$ cat src/rtl/wall_datapath.sv
// Wall datapath: decodes the wall FSM state code, owns the wall X position and sweeps erase/draw
// rectangles to the VGA adapter one pixel per clock. Optional macro WALL_WRAP_EN: wall re-enters from the right.
module wall_datapath #(
  parameter logic [7:0]  X_START = 8'd156,
  parameter logic [6:0]  Y_TOP   = 7'd40,
  parameter int unsigned WALL_W  = 4,
  parameter int unsigned WALL_H  = 40,
  parameter logic [7:0]  SPEED   = 8'd1,
  parameter logic [2:0]  COLOUR  = 3'b111
) (
  input  logic       clk,
  input  logic       reset,
  input  logic [3:0] current_in,
  input  logic [7:0] player_x,
  input  logic [6:0] player_y,
  output logic [7:0] vga_x,
  output logic [6:0] vga_y,
  output logic [2:0] vga_colour,
  output logic       vga_plot,
  output logic [7:0] wall_x,
  output logic       touched,
  output logic       busy
);

  localparam int unsigned CXW = (WALL_W > 1) ? $clog2(WALL_W) : 1;
  localparam int unsigned CYW = (WALL_H > 1) ? $clog2(WALL_H) : 1;
  localparam logic [CXW-1:0] CX_LAST = CXW'(WALL_W - 1);
  localparam logic [CYW-1:0] CY_LAST = CYW'(WALL_H - 1);
  localparam logic [8:0]     X_MAX   = 9'd159;

  localparam logic [3:0] ST_READY  = 4'h5;
  localparam logic [3:0] ST_MOVE   = 4'h6;
  localparam logic [3:0] ST_STOP   = 4'h7;
  localparam logic [3:0] ST_DRAW   = 4'h8;
  localparam logic [3:0] ST_DEL    = 4'h9;
  localparam logic [3:0] ST_UPDATE = 4'hA;

  typedef enum logic [1:0] {SW_IDLE, SW_ERASE, SW_DRAW} sweep_e;

  sweep_e         sweep_q, sweep_d;
  logic [CXW-1:0] cx_q, cx_d;
  logic [CYW-1:0] cy_q, cy_d;
  logic [7:0]     base_q, base_d;
  logic [7:0]     wall_x_q, wall_x_d;
  logic           moving_q, moving_d;
  logic           restart_q, restart_d;
  logic           frame_open_q, frame_open_d;
  logic           draw_pending_q, draw_pending_d;
  logic [7:0]     vga_x_q, vga_x_d;
  logic [6:0]     vga_y_q, vga_y_d;
  logic [2:0]     vga_colour_q, vga_colour_d;
  logic           vga_plot_q, vga_plot_d;
  logic           touched_q, touched_d;
  logic           busy_q, busy_d;
  logic [8:0]     pix_x9;
  logic [8:0]     px9, wx9;

  always_ff @(posedge clk or posedge reset) begin
    if (reset) begin
      sweep_q        <= SW_IDLE;
      cx_q           <= '0;
      cy_q           <= '0;
      base_q         <= '0;
      wall_x_q       <= X_START;
      moving_q       <= 1'b0;
      restart_q      <= 1'b0;
      frame_open_q   <= 1'b0;
      draw_pending_q <= 1'b0;
      vga_x_q        <= '0;
      vga_y_q        <= '0;
      vga_colour_q   <= '0;
      vga_plot_q     <= 1'b0;
      touched_q      <= 1'b0;
      busy_q         <= 1'b0;
    end else begin
      sweep_q        <= sweep_d;
      cx_q           <= cx_d;
      cy_q           <= cy_d;
      base_q         <= base_d;
      wall_x_q       <= wall_x_d;
      moving_q       <= moving_d;
      restart_q      <= restart_d;
      frame_open_q   <= frame_open_d;
      draw_pending_q <= draw_pending_d;
      vga_x_q        <= vga_x_d;
      vga_y_q        <= vga_y_d;
      vga_colour_q   <= vga_colour_d;
      vga_plot_q     <= vga_plot_d;
      touched_q      <= touched_d;
      busy_q         <= busy_d;
    end
  end

  // State-code decode, wall motion and sweep sequencing; pixel outputs follow the next sweep position.
  always_comb begin
    sweep_d        = sweep_q;
    cx_d           = cx_q;
    cy_d           = cy_q;
    base_d         = base_q;
    wall_x_d       = wall_x_q;
    moving_d       = moving_q;
    restart_d      = restart_q;
    frame_open_d   = frame_open_q;
    draw_pending_d = draw_pending_q;

    case (current_in)
      ST_READY: begin
        moving_d  = 1'b0;
        restart_d = 1'b1;
      end
      ST_MOVE: moving_d = 1'b1;
      ST_STOP: moving_d = 1'b0;
      ST_DEL: begin
        if (sweep_q == SW_IDLE) frame_open_d = 1'b1;
      end
      ST_UPDATE: begin
        if (frame_open_q) begin
          if (restart_q) begin
            wall_x_d  = X_START;
            restart_d = 1'b0;
          end else if (moving_q) begin
            if (wall_x_q < SPEED) begin
`ifdef WALL_WRAP_EN
              wall_x_d = X_START;
`else
              wall_x_d = 8'd0;
`endif
            end else begin
              wall_x_d = wall_x_q - SPEED;
            end
          end
        end
      end
      ST_DRAW: begin
        if (frame_open_q) begin
          draw_pending_d = 1'b1;
          frame_open_d   = 1'b0;
        end
      end
      default: ;
    endcase

    case (sweep_q)
      SW_IDLE: begin
        if (current_in == ST_DEL) begin
          sweep_d = SW_ERASE;
          base_d  = wall_x_q;
          cx_d    = '0;
          cy_d    = '0;
        end
      end
      SW_ERASE, SW_DRAW: begin
        if (cx_q == CX_LAST) begin
          cx_d = '0;
          if (cy_q == CY_LAST) begin
            cy_d = '0;
            // Draw phase follows erase back-to-back when a DRAW was seen during this frame
            if (sweep_q == SW_ERASE && draw_pending_q) begin
              sweep_d        = SW_DRAW;
              base_d         = wall_x_q;
              draw_pending_d = 1'b0;
            end else begin
              sweep_d = SW_IDLE;
            end
          end else begin
            cy_d = cy_q + CYW'(1);
          end
        end else begin
          cx_d = cx_q + CXW'(1);
        end
      end
      default: sweep_d = SW_IDLE;
    endcase

    pix_x9       = {1'b0, base_d} + 9'(cx_d);
    busy_d       = (sweep_d != SW_IDLE);
    vga_plot_d   = busy_d && (pix_x9 <= X_MAX);
    vga_x_d      = busy_d ? pix_x9[7:0] : 8'd0;
    vga_y_d      = busy_d ? (Y_TOP + 7'(cy_d)) : 7'd0;
    vga_colour_d = (sweep_d == SW_DRAW) ? COLOUR : 3'b000;

    px9       = {1'b0, player_x};
    wx9       = {1'b0, wall_x_q};
    touched_d = (px9 >= wx9) && (px9 <= wx9 + 9'(WALL_W - 1)) &&
                (player_y >= Y_TOP) && (player_y <= Y_TOP + 7'(WALL_H - 1));
  end

  assign vga_x      = vga_x_q;
  assign vga_y      = vga_y_q;
  assign vga_colour = vga_colour_q;
  assign vga_plot   = vga_plot_q;
  assign wall_x     = wall_x_q;
  assign touched    = touched_q;
  assign busy       = busy_q;

endmodule
$ cat config.mk
export PLATFORM = sky130hd
export DESIGN_NAME = wall_datapath
export DESIGN_NICKNAME = d
export VERILOG_FILES = /design/src/rtl/wall_datapath.sv
export SDC_FILE = /design/constraint.sdc
export NUM_CORES = 1
export LEC_CHECK = 0
export BUFFER_PORTS_ARGS = -buffer_cell sky130_fd_sc_hd__buf_2
export CORE_ASPECT_RATIO = 1.1
export CORE_UTILIZATION = 30
export CTS_CLUSTER_SIZE = 10
export DETAILED_ROUTE_END_ITERATION = 10
export GPL_ROUTABILITY_DRIVEN = 0
export SYNTH_ARGS = -nofsm -noshare
export SYNTH_HDL_FRONTEND = slang
export SYNTH_SLANG_ARGS = --single-unit
$ cat constraint.sdc
create_clock -name clk -period 2.95 [get_ports clk]
set_clock_uncertainty 0.2 [all_clocks]
set_input_delay 0 -clock clk [delete_from_list [all_inputs] [get_ports clk]]
set_output_delay 0 -clock clk [all_outputs]
set_load 0.01 [all_outputs]
==> flow_summary_export.csv <==
group,metric,value,unit
run_status,outcome,"complete, no violations",
yosys,syn-num-nets,376,
grt,grt_pass1_wl,12940,um
worst_setup_path,worstPathArrival,2920,ps
yosys,syn_area_per_cell,9.576,um2
yosys,ys.flop_type,"dfrtp_1",
yosys,synth_edf_count,0,
layout,drive_above_1_share,0.3175,
sta,min_period,2916,ps
die,row_count,38,
yosys,synthTopCellsByArea,"dfrtp_1, ha_1, dfstp_2",
layout,fillCellCount,978,
sta,maxSlewHeadroom,0.4818,
layout,area_growth,30.14,%
grt,grt_max_degree,38,
route,vias_per_cell,4.895,
placed_design,dp_hpwl,5950,um
worst_setup_path,crit_family,"compound AO/OA/AOI/OAI gates",
grt,grt.met3_usage,0.02225,
die,start_util,0.3140,
sta,fmax,0.3429,GHz
sta,period_share,0.9886,
clock_tree,cts.sinks,49,
yosys,yosys_warnings,0,
route,num_vias,2751,
die,core_area,10030,um2
yosys,yosysMostFrequentCell,"dfrtp_1",
worst_setup_path,criticalPathCategory,"flop to flop",
grt,gr-usage-met2,0.2768,
power_and_ir_drop,pwr_density_cell,735.6,nW/um2
route,route.detailed.drc,0,
grt,grt_util_all_layers,0.1534,
die,die_y,109.5,um
placed_design,pre_cts_ws,-102.9,ps
placed_design,place_area,3732,um2
die,io_pins,50,
clock_tree,numCtsBuffers,5,
power_and_ir_drop,irDropWorstVdd,0.0002862,V
die,die_area,10920,um2
layout,nets,468,
worst_setup_path,r2r_slack,30,ps
clock_tree,ctsHtreeMaxLevel,2,
worst_setup_path,endpoint_kind,"flop",
yosys,synth-seq-cells,49,
die,die_w,99.71,um
route,drt_iter0_markers,120,
worst_setup_path,max_stage_delay,400,ps
worst_setup_path,startpoint,"sweep_q[1]$_DFF_PP0_",
grt,use_met1,0.1892,
sta,hold_viol_final,0,
yosys,synthArstFlopShare,1.000,
worst_setup_path,crit_chain,"inv_2 > buf_6 > ha_4 > buf_6 > a21o_1 > a22oi_2 > inv_1 > ha_1 > a21o_1 > o31ai_4 > nor4b_4 > buf_4 > and3_1 > nor3_1",
worst_setup_path,crit_slowest_cell,"dfrtp_1",
yosys,synth_common_cells,"dfrtp_1, nand2_1, ha_1, inv_1, a21oi_1",
sta,slew_viol_final,0,
layout,design_area,4100,um2
yosys,synthesis.area,3151,um2
worst_setup_path,cp_num_buf_inv,5,
hold_path,min_from,"player_x[5]",
route,wl_per_cell,14.41,um
grt,gr-total-overflow,0,
clock_tree,path_clk_slew,90,ps
clock_tree,clkLatencyLatePin,310,ps
worst_setup_path,critPathMaxFanout,6,
yosys,ys_types,63,
worst_setup_path,timing.rr.start,"sweep_q[1]$_DFF_PP0_",
sta,finalSetupViolCount,0,
run,max_cap_violations,0,
route,first_pass_iters,4,
power_and_ir_drop,p_leak,2.006,nW
placed_design,port_buffers,46,
grt,antenna_found_initial,0,
grt,grt_busiest_layer,"met2",
clock_tree,cts_root_buf,"clkbuf_8",
route,wirelength,8096,um
sta,rsz0062_at_grt,"yes",
hold_path,min_path_type,"primary input to flop",
grt,first_global_vias,2680,
clock_tree,tritoncts,"built",
yosys,synth_top_area_share,0.3574,
layout,n_antenna_cell,0,
sta,tightest_slew,776.2,ps
worst_setup_path,startpoint_type,"flop",
route,drtAntennaViolNets,0,
sta,layout_setup_ws,33.56,ps
yosys,synth_top_cell_by_area,"dfrtp_1",
clock_tree,cts.path.max_buffers,2,
worst_setup_path,worstPathRequired,2950,ps
yosys,synth_cells,329,
yosys,seq_area_frac_synth,0.3908,
## worst register-to-register path: stages, from the launching register on
cell	delay, ps
dfrtp_1	400
inv_2	110
buf_6	110
ha_4	210
buf_6	140
a21o_1	200
a22oi_2	190
inv_1	80
ha_1	280
a21o_1	140
o31ai_4	100
nor4b_4	290
buf_4	160
and3_1	150
nor3_1	50
## registers in the layout, indices dropped and copies added (netlist names)
register,count
base_q,8
vga_x,8
wall_x,8
vga_y,7
cy_q,6
cx_q,2
sweep_q,2
busy,1
draw_pending_q,1
frame_open_q,1
moving_q,1
restart_q,1
touched,1
vga_colour,1
vga_plot,1
## layout make-up
class / instances / area, um2 / share of cell area
sequential: 49 / 1232 / 0.3006
tap: 140 / 175.2 / 0.04272
clock inverter: 2 / 17.52 / 0.004272
timing repair buffer: 101 / 675.6 / 0.1648
inverter: 26 / 97.59 / 0.02380
multi-input combinational: 238 / 1819 / 0.4437
clock buffer: 6 / 82.58 / 0.02014
## per-stage QoR
| stage | std cells | util | power (W) | hold slack (ps) | TNS [ps] |
|---|---|---|---|---|---|
| final | 562 | 0.4087 | 0.003016 | 1.877 | 0 |
| after floorplan | 329 | - | 0.001936 | -114.3 | -39.97 |
| after global placement | 533 | 0.3720 | 0.002459 | -13.98 | -5.419 |
| after detailed placement | 533 | 0.3720 | 0.002487 | -1.882 | -214.6 |
| after CTS | 555 | 0.3957 | 0.002959 | 1.103 | 0 |
| after global routing | 562 | 0.4087 | 0.003274 | 28.74 | -361.2 |
## layout by cell type (no fill, tap or decap), types with 7 or more instances in the layout
cell type,n
buf_2,46
dfrtp_1,44
buf_4,43
nand2_1,25
inv_1,21
ha_1,21
a21oi_1,18
nor2_1,18
nor3_1,15
o21ai_0,14
dlygate4sd3_1,10
nor2b_1,9
xnor2_1,9
a31oi_1,7
## repair_timing
action / 4_1_cts / 5_1_grt
pin swaps: 3 / 13
hold buffers: 10 / 0
gates resized for setup: 4 / 18
endpoints found under the hold margin: 42 / 0
setup buffers: 4 / 7
endpoints found under the setup margin: 4 / 4
## path summary, 6_finish.rpt
check                                            to  cells after the start
setup / recovery                 vga_x[7]$_DFF_PP0_                     14
hold / removal                    touched$_DFF_PP0_                      4
setup reg to reg                 vga_x[7]$_DFF_PP0_                     14
hold reg to reg            frame_open_q$_DFFE_PP0P_                      2
max in group asynchronous     wall_x[7]$_DFFE_PP1P_                      4
min in group asynchronous        vga_y[6]$_DFF_PP0_                      3
## logic make-up (layout without fill, tap and decap cells)
logic type	Yosys count	count (layout)	synth area share
and+or+nand+nor	115	115	0.2121
DFF	49	49	0.3908
AOI/OAI and AO/OA	83	83	0.1918
muxes	4	4	0.01311
buffers and inverters	42	135	0.05877
adders and majority gates	26	26	0.1056
xor gates and xnor gates	10	10	0.02780
## per-layer routing
metal	wire length, um	share of wire	vias up
li1	-	-	1361
met1	3528	0.44	1317
met2	4152	0.51	62
met3	290	0.036	11
met4	125	0.015	0
met5	0	0	-
## power breakdown
| part | switching [W] | leakage, nW | internal [W] |
|---|---|---|---|
| Clock | 0.000239 | 0.0518 | 0.000195 |
| Combinational | 0.000875 | 1.32 | 0.000718 |
| Sequential | 0.000123 | 0.633 | 0.000867 |
| Total | 0.00124 | 2.01 | 0.00178 |
Power figures use the tool's default switching activity.
